[config.mk]
export PLATFORM = sky130hd
export DESIGN_NAME = fwd_hazard_scoreboard
export DESIGN_NICKNAME = d
export VERILOG_FILES = /design/src/rtl/fwd_hazard_scoreboard.sv
export SDC_FILE = /design/constraint.sdc
export NUM_CORES = 1
export LEC_CHECK = 0
export ABC_CLOCK_PERIOD_IN_PS = 2900
export CAP_MARGIN = 25
export CORE_ASPECT_RATIO = 1.2
export CORE_MARGIN = 4
export CORE_UTILIZATION = 45
export DETAILED_ROUTE_END_ITERATION = 10
export PLACE_DENSITY = 0.74
export REMOVE_ABC_BUFFERS = 1
export SYNTH_ARGS = -nofsm -noshare
export SYNTH_HDL_FRONTEND = slang
export SYNTH_SLANG_ARGS = --single-unit
[constraint.sdc]
create_clock -name clk -period 2.9 [get_ports clk]
set_input_delay 0.435 -clock clk [delete_from_list [all_inputs] [get_ports clk]]
set_output_delay 0.435 -clock clk [all_outputs]
set_load 0.02 [all_outputs]
[src/rtl/fwd_hazard_scoreboard.sv]
// rtl/fwd_hazard_scoreboard.sv - in-flight destination scoreboard driving EX forwarding selects and load-use stall
module fwd_hazard_scoreboard #(
   parameter  int REG_AW         = 5,
   parameter  int NUM_SRC        = 2,
   parameter  int DEPTH          = 3,
   parameter  int LOAD_FWD_STAGE = 3,
   localparam int SELW           = $clog2(DEPTH + 1)
) (
   input  logic                      clk,
   input  logic                      rst_n,
   input  logic                      id_valid,
   input  logic                      id_regwrite,
   input  logic                      id_is_load,
   input  logic [REG_AW-1:0]         id_rd,
   input  logic [NUM_SRC*REG_AW-1:0] id_rs,
   input  logic [NUM_SRC-1:0]        id_rs_used,
   input  logic                      pipe_hold,
   input  logic                      flush,
   output logic                      stall,
   output logic [NUM_SRC*SELW-1:0]   fwd_sel,
   output logic [31:0]               stall_cnt
);

   logic [DEPTH:1]      entV;
   logic [DEPTH:1]      entLd;
   logic [REG_AW-1:0]   entRd [1:DEPTH];

   logic [NUM_SRC*SELW-1:0] nextSel;
   logic [NUM_SRC-1:0]      srcHazard;
   logic                    bubble;

   // Scan oldest-to-youngest so the youngest match overwrites; entry DEPTH is
   // skipped because it reaches the register file before the consumer reads it.
   always_comb begin
      nextSel   = '0;
      srcHazard = '0;
      for (int s = 0; s < NUM_SRC; s++) begin
         for (int k = DEPTH - 1; k >= 1; k--) begin
            if (id_rs_used[s] && entV[k] &&
                (entRd[k] == id_rs[s*REG_AW +: REG_AW]) &&
                (id_rs[s*REG_AW +: REG_AW] != '0)) begin
               nextSel[s*SELW +: SELW] = SELW'(k + 1);
               srcHazard[s]            = entLd[k] && ((k + 1) < LOAD_FWD_STAGE);
            end
         end
      end
   end

   assign stall  = id_valid && !pipe_hold && (|srcHazard);
   assign bubble = flush || stall;

   always_ff @(posedge clk or negedge rst_n) begin
      if (!rst_n) begin
         entV      <= '0;
         entLd     <= '0;
         for (int k = 1; k <= DEPTH; k++) begin
            entRd[k] <= '0;
         end
         fwd_sel   <= '0;
         stall_cnt <= '0;
      end else if (!pipe_hold) begin
         for (int k = DEPTH; k >= 2; k--) begin
            entV[k]  <= entV[k-1];
            entLd[k] <= entLd[k-1];
            entRd[k] <= entRd[k-1];
         end
         entV[1]  <= id_valid && id_regwrite && (id_rd != '0) && !bubble;
         entRd[1] <= id_rd;
         entLd[1] <= id_is_load;
         fwd_sel  <= bubble ? '0 : nextSel;
         // A stall that coincides with flush still counts.
         if (stall && (stall_cnt != 32'hFFFF_FFFF)) begin
            stall_cnt <= stall_cnt + 32'd1;
         end
      end
   end

endmodule

Yosys cells after proc, flatten, opt, wreduce, memory -nomap -nowiden

Index checks and enable logic that the tools add are counted.

Register bits after elaboration: 49
Logic and storage cells: 46
Output and inout port bits: 37

Reductions and logical operators: 26
Equal/unequal tests: 5
Bitwise operators: 1
Muxes and demuxes: 7
$add $sub $neg: 1

Operator list:

| kind                                                            | number |
|---|---|
| 32-bit by 1-bit adder with 32-bit output, second input constant | 1 |
| 32-bit inequality test, second input constant                   | 1 |
| 5-bit equality test                                             | 4 |
| 1-bit logical AND                                               | 18 |
| 5-bit nonzero test                                              | 3 |
| 2-bit two-way mux                                               | 4 |
| 4-bit two-way mux                                               | 1 |
| 1-bit logical NOT                                               | 2 |
| 1-bit two-way mux                                               | 2 |
| 2-bit AND reduction                                             | 1 |
| 2-bit OR reduction                                              | 1 |
| 1-bit logical OR                                                | 1 |
| 1-bit inverter                                                  | 1 |

Longest topological paths before layout

Word-level depth: 9
Gate-level depth with buffers: 8

Least setup slack after synthesis

No wires, ideal clock.

Path kind: register -> register
Start: register stall_cnt[0]
End: register stall_cnt[6]
Period minus slack after synthesis: 2.104 ns
Cell stages (with the launch flop): 9
Required time: 2.770 ns
Library setup time: 0.130 ns
Data arrival time: 1.974 ns
Path slack: 0.796 ns
Cell sequence: dfrtp_1 -> ha_1 -> nand3_1 -> or3_1 -> nor4_2 -> a211oi_4 -> buf_4 -> nand4_1 -> xnor2_1

Word-level cells in the longest chain between the ends: 3
Elaborated cells between the ends (all ways): 4
Those cells by class: add/sub: 1; eq/ne: 1; reduce/logical: 2

RTL lines:

| element                                                                                          | RTL line | source |
|---|---|---|
| from (decl)                                                                                      | 21       | `output logic [31:0] stall_cnt` |
| from (signal assigned)                                                                           | 73       | `stall_cnt <= stall_cnt + 32'd1;` |
| parallel branches: the longest is 3 deep, another holds 32-bit by 1-bit adder with 32-bit output | --       |  |

Parallel ways; which one is timed is not known.
A chain may end at the register's enable or synchronous reset.

Worst setup path in the final report

Start: input port id_rs[2]
End: output port stall

Word-level cells in the longest chain between the ends: 6
Elaborated cells between the ends (all ways): 7
Those cells by class: eq/ne: 1; mux: 1; reduce/logical: 5

RTL lines:

| element                | RTL line | source |
|---|---|---|
| from (decl)            | 15       | `input logic [NUM_SRC*REG_AW-1:0] id_rs,` |
| 5-bit equality test    | 40       | `(entRd[k] == id_rs[s*REG_AW +: REG_AW]) &&` |
| 1-bit logical AND      | 39       | `if (id_rs_used[s] && entV[k] &&` |
| 1-bit logical AND (*)  | 40       |  |
| 1-bit two-way mux (*)  | 39       |  |
| 2-bit OR reduction (*) | 49       | `assign stall = id_valid && !pipe_hold && (\|srcHazard);` |
| 1-bit logical AND (*)  | 49       |  |
| to (decl)              | 19       | `output logic stall,` |

Mark *: on every way between the ends. The rest lies on a longest branch, timed or not.

==> results.sh <==
export IMPL_drt_iter0_drc=37
export IMPL_diodes=0
export IMPL_fp_row_count=29
export IMPL_ys_ff_latch=49
export IMPL_leakage_nw=1.40
export IMPL_async_flop_share_pct=100
export IMPL_dp_cells=350
export IMPL_switching_share_pct=22.9
export IMPL_drc=0
export IMPL_synth_area_um2=2490
export IMPL_synth_cells=220
export IMPL_synth_cell_types=33
export IMPL_path_cells="clkdlybuf4s50_1, or4_1, o21ai_0, nand4b_2, a21oi_2, dlymetal6s2s_1"
export IMPL_synth_flop_cell="dfrtp_1"
export IMPL_critPathSlowestCell="or4_1"
export IMPL_cts_buffer_depth=2
export IMPL_worstPathMaxFanout=3
export IMPL_setup_viol=0
export IMPL_wl_um=5430
export IMPL_finalClockSkew_ns=0.00566
export IMPL_irDropWorstVdd_uv=264
export IMPL_fin_util_pct=62.7
export IMPL_p_seq_share_pct=56.0
export IMPL_pre_cts_slack_ns=0.0264
export IMPL_p_per_area_nw_per_um2=389
export IMPL_port_buffers=60
export IMPL_crit_cells=6
export IMPL_worstSetupPathType="in -> out"
export IMPL_total_power_mw=1.30
export IMPL_maxSlewViolCount=0
export IMPL_synth_edff_count=0
export IMPL_cts_tree="built"
export IMPL_antenna_found_initial=0
export IMPL_yosysWarnings=0
export IMPL_cp_buffers_inverters=2
export IMPL_r2r_end="stall_cnt[1]"
export IMPL_grt_max_degree=27
export IMPL_crit_required_ns=2.47
export IMPL_synthTopCellsByArea="dfrtp_1 (49%), xnor2_1 (14%), mux2_2 (5.9%), nand4_1 (4.8%), xor2_1 (3.5%)"
export IMPL_grtUsageTotal_pct=17.1
export IMPL_antenna_left=0
export IMPL_die_x_um=75.9
export IMPL_fin_ws_ns=0.364
export IMPL_hold_buffers=0
export IMPL_grt_ovfl_total=0
export IMPL_critPathMaxStageDelay_ns=0.49
export IMPL_area_growth_pct=34.4
export IMPL_min_path_type="in -> async"
export IMPL_clkSlewWorstSetupHoldPaths_ns=0.08
export IMPL_cts_sinks=49
export IMPL_die_area_um2=6790
export IMPL_critPathTopFamily="buffers and inverters"
export IMPL_seq_area_frac_synth_pct=49.3
export IMPL_p_switching_uw=299
export IMPL_layout_common_cells="clkdlybuf4s50_1 (58), dfrtp_1 (49), xnor2_1 (40), nand4_1 (19), nand3_1 (15)"
export IMPL_tns_ns=0
export IMPL_numCtsBuffers=5
export IMPL_outcome="finished clean"
export IMPL_maxCapViolCount=0
export IMPL_reg2reg_from="stall_cnt[0]"
export IMPL_dr_pass1_iters=4
export IMPL_p_comb_share_pct=11.2
export IMPL_grt_pass1_wl_um=8940
export IMPL_h_tree_depth=2
export IMPL_die_height_um=89.5
export IMPL_clock_latency_ns=0.29
export IMPL_grt_pass1_vias=1912
export IMPL_finalWorstPathRequiredPeriod_ns=2.54
export IMPL_end_kind="primary output"
export IMPL_crit_arrival_ns=2.10
export IMPL_r2r_slack_ns=0.60
export IMPL_routedWlPerCell_um=15.2
export IMPL_dpl_hpwl_um=4050
export IMPL_worst_pin_slew_ns=0.566
export IMPL_ioPinCount=61
export IMPL_post_route_period_util_pct=87.4
export IMPL_clock_power_share_pct=32.8
export IMPL_fin_nets=320
export IMPL_rr_worst_depth=7
export IMPL_post_synth_cell_area_avg_um2=11.3
export IMPL_viasPerCell=5.40
export IMPL_final_common_cell="clkdlybuf4s50_1"
export IMPL_rsz0062_at_grt="false"
export IMPL_hold_viol=0
export IMPL_yosysTopAreaCell="dfrtp_1"
export IMPL_root_buffer="clkbuf_8"
export IMPL_start_util_pct=46.7
export IMPL_drive_above_1_share_pct=14.9
export IMPL_p_int_mw=1.00
export IMPL_layoutNonFillerInstCount=358
export IMPL_gp_congestion=0.939
export IMPL_clock_fmax_mhz=394
export IMPL_netlist_area_leader_share_pct=49.3
export IMPL_vias=1932
export IMPL_coreArea_um2=5330
export IMPL_start_kind="primary input"
export IMPL_timing_slew_headroom_pct=62.3
[power by group through the flow]
stage | combinational, mW | sequential [mW] | clock (mW)
finish | 0.145 | 0.730 | 0.428
global route | 0.160 | 0.734 | 0.475
global placement | 0.144 | 0.743 | 0
detailed placement | 0.146 | 0.744 | 0
CTS | 0.147 | 0.730 | 0.442
floorplan | 0.0710 | 0.738 | 0
[layer usage]
metal | share of wire [%] | track usage [%] | up-vias
met3 | 7.3 | 4.72 | 10
met4 | 2.1 | 5.72 | 0
met2 | 46 | 27.4 | 58
met1 | 45 | 22.2 | 928
met5 | 0 | 0 | -
li1 | - | - | 936
[timing repair]
item	in CTS	in global routing
setup endpoints to repair	0	1
resized for setup	0	1
buffers inserted	0	0
[flip-flops by register name, summed over array words and instances, names as in the netlist]
| register | cells |
|---|---|
| fwd_sel | 4 |
| stall_cnt | 32 |
| entLd | 1 |
| entRd | 10 |
| entV | 2 |
[final cells by class]
| class | instances | area, µm² |
|---|---|---|
| Fill cell | 442 | 1990 |
| Inverter | 4 | 15.0 |
| Tap cell | 62 | 77.6 |
| Sequential cell | 49 | 1230 |
| Multi-Input combinational cell | 163 | 1220 |
| Clock inverter | 1 | 5.00 |
| Timing Repair Buffer | 72 | 701 |
| Clock buffer | 7 | 96.3 |
[through the flow]
step / instance area, µm² / hold WS [ns]
after CTS: 3340 / 0.135
after global placement: 3240 / 0.457
final: 3350 / 0.128
after floorplan: 2470 / 0.139
after global routing: 3350 / 0.168
after detailed placement: 3240 / 0.463
[cell usage after synthesis (2+ instances only)]
library cell	count
nand4_1	19
nor3_1	4
and3_1	7
and2_1	5
nand2_1	14
nor2b_1	4
inv_1	4
or4_1	3
xor2_1	10
o21ai_1	2
buf_1	2
o31ai_2	4
nor4_2	2
and4_1	3
dfrtp_1	49
xnor2_1	40
nand3_1	15
buf_4	2
nor2_1	5
mux2_2	13
[logic make-up (layout without fill, tap and decap cells)]
family                     count (synthesis)  in the layout  synth area share, %
adders and majority gates                  1              1                0.503
DFF                                       49             49                 49.3
muxes                                     13             13                 5.88
and+or+nand+nor                           86             86                 20.3
xor gates and xnor gates                  50             50                 17.6
AOI/OAI and AO/OA                         13             13                 4.98
buffers and inverters                      8             84                 1.51
[how the worst max path moves through the flow]
stage | start | slack, ns | to
2_1_floorplan | id_rs[7] | 0.61 | stall_cnt[1]
3_3_place_gp | id_rs[2] | 0.02 | stall
3_5_place_dp | id_rs[7] | 0.03 | stall
4_1_cts | id_rs[7] | 0.02 | stall
5_1_grt | id_rs[7] | 0.24 | stall
6_report | id_rs[2] | 0.36 | stall
Note: power is estimated with default switching activity, not from simulation.
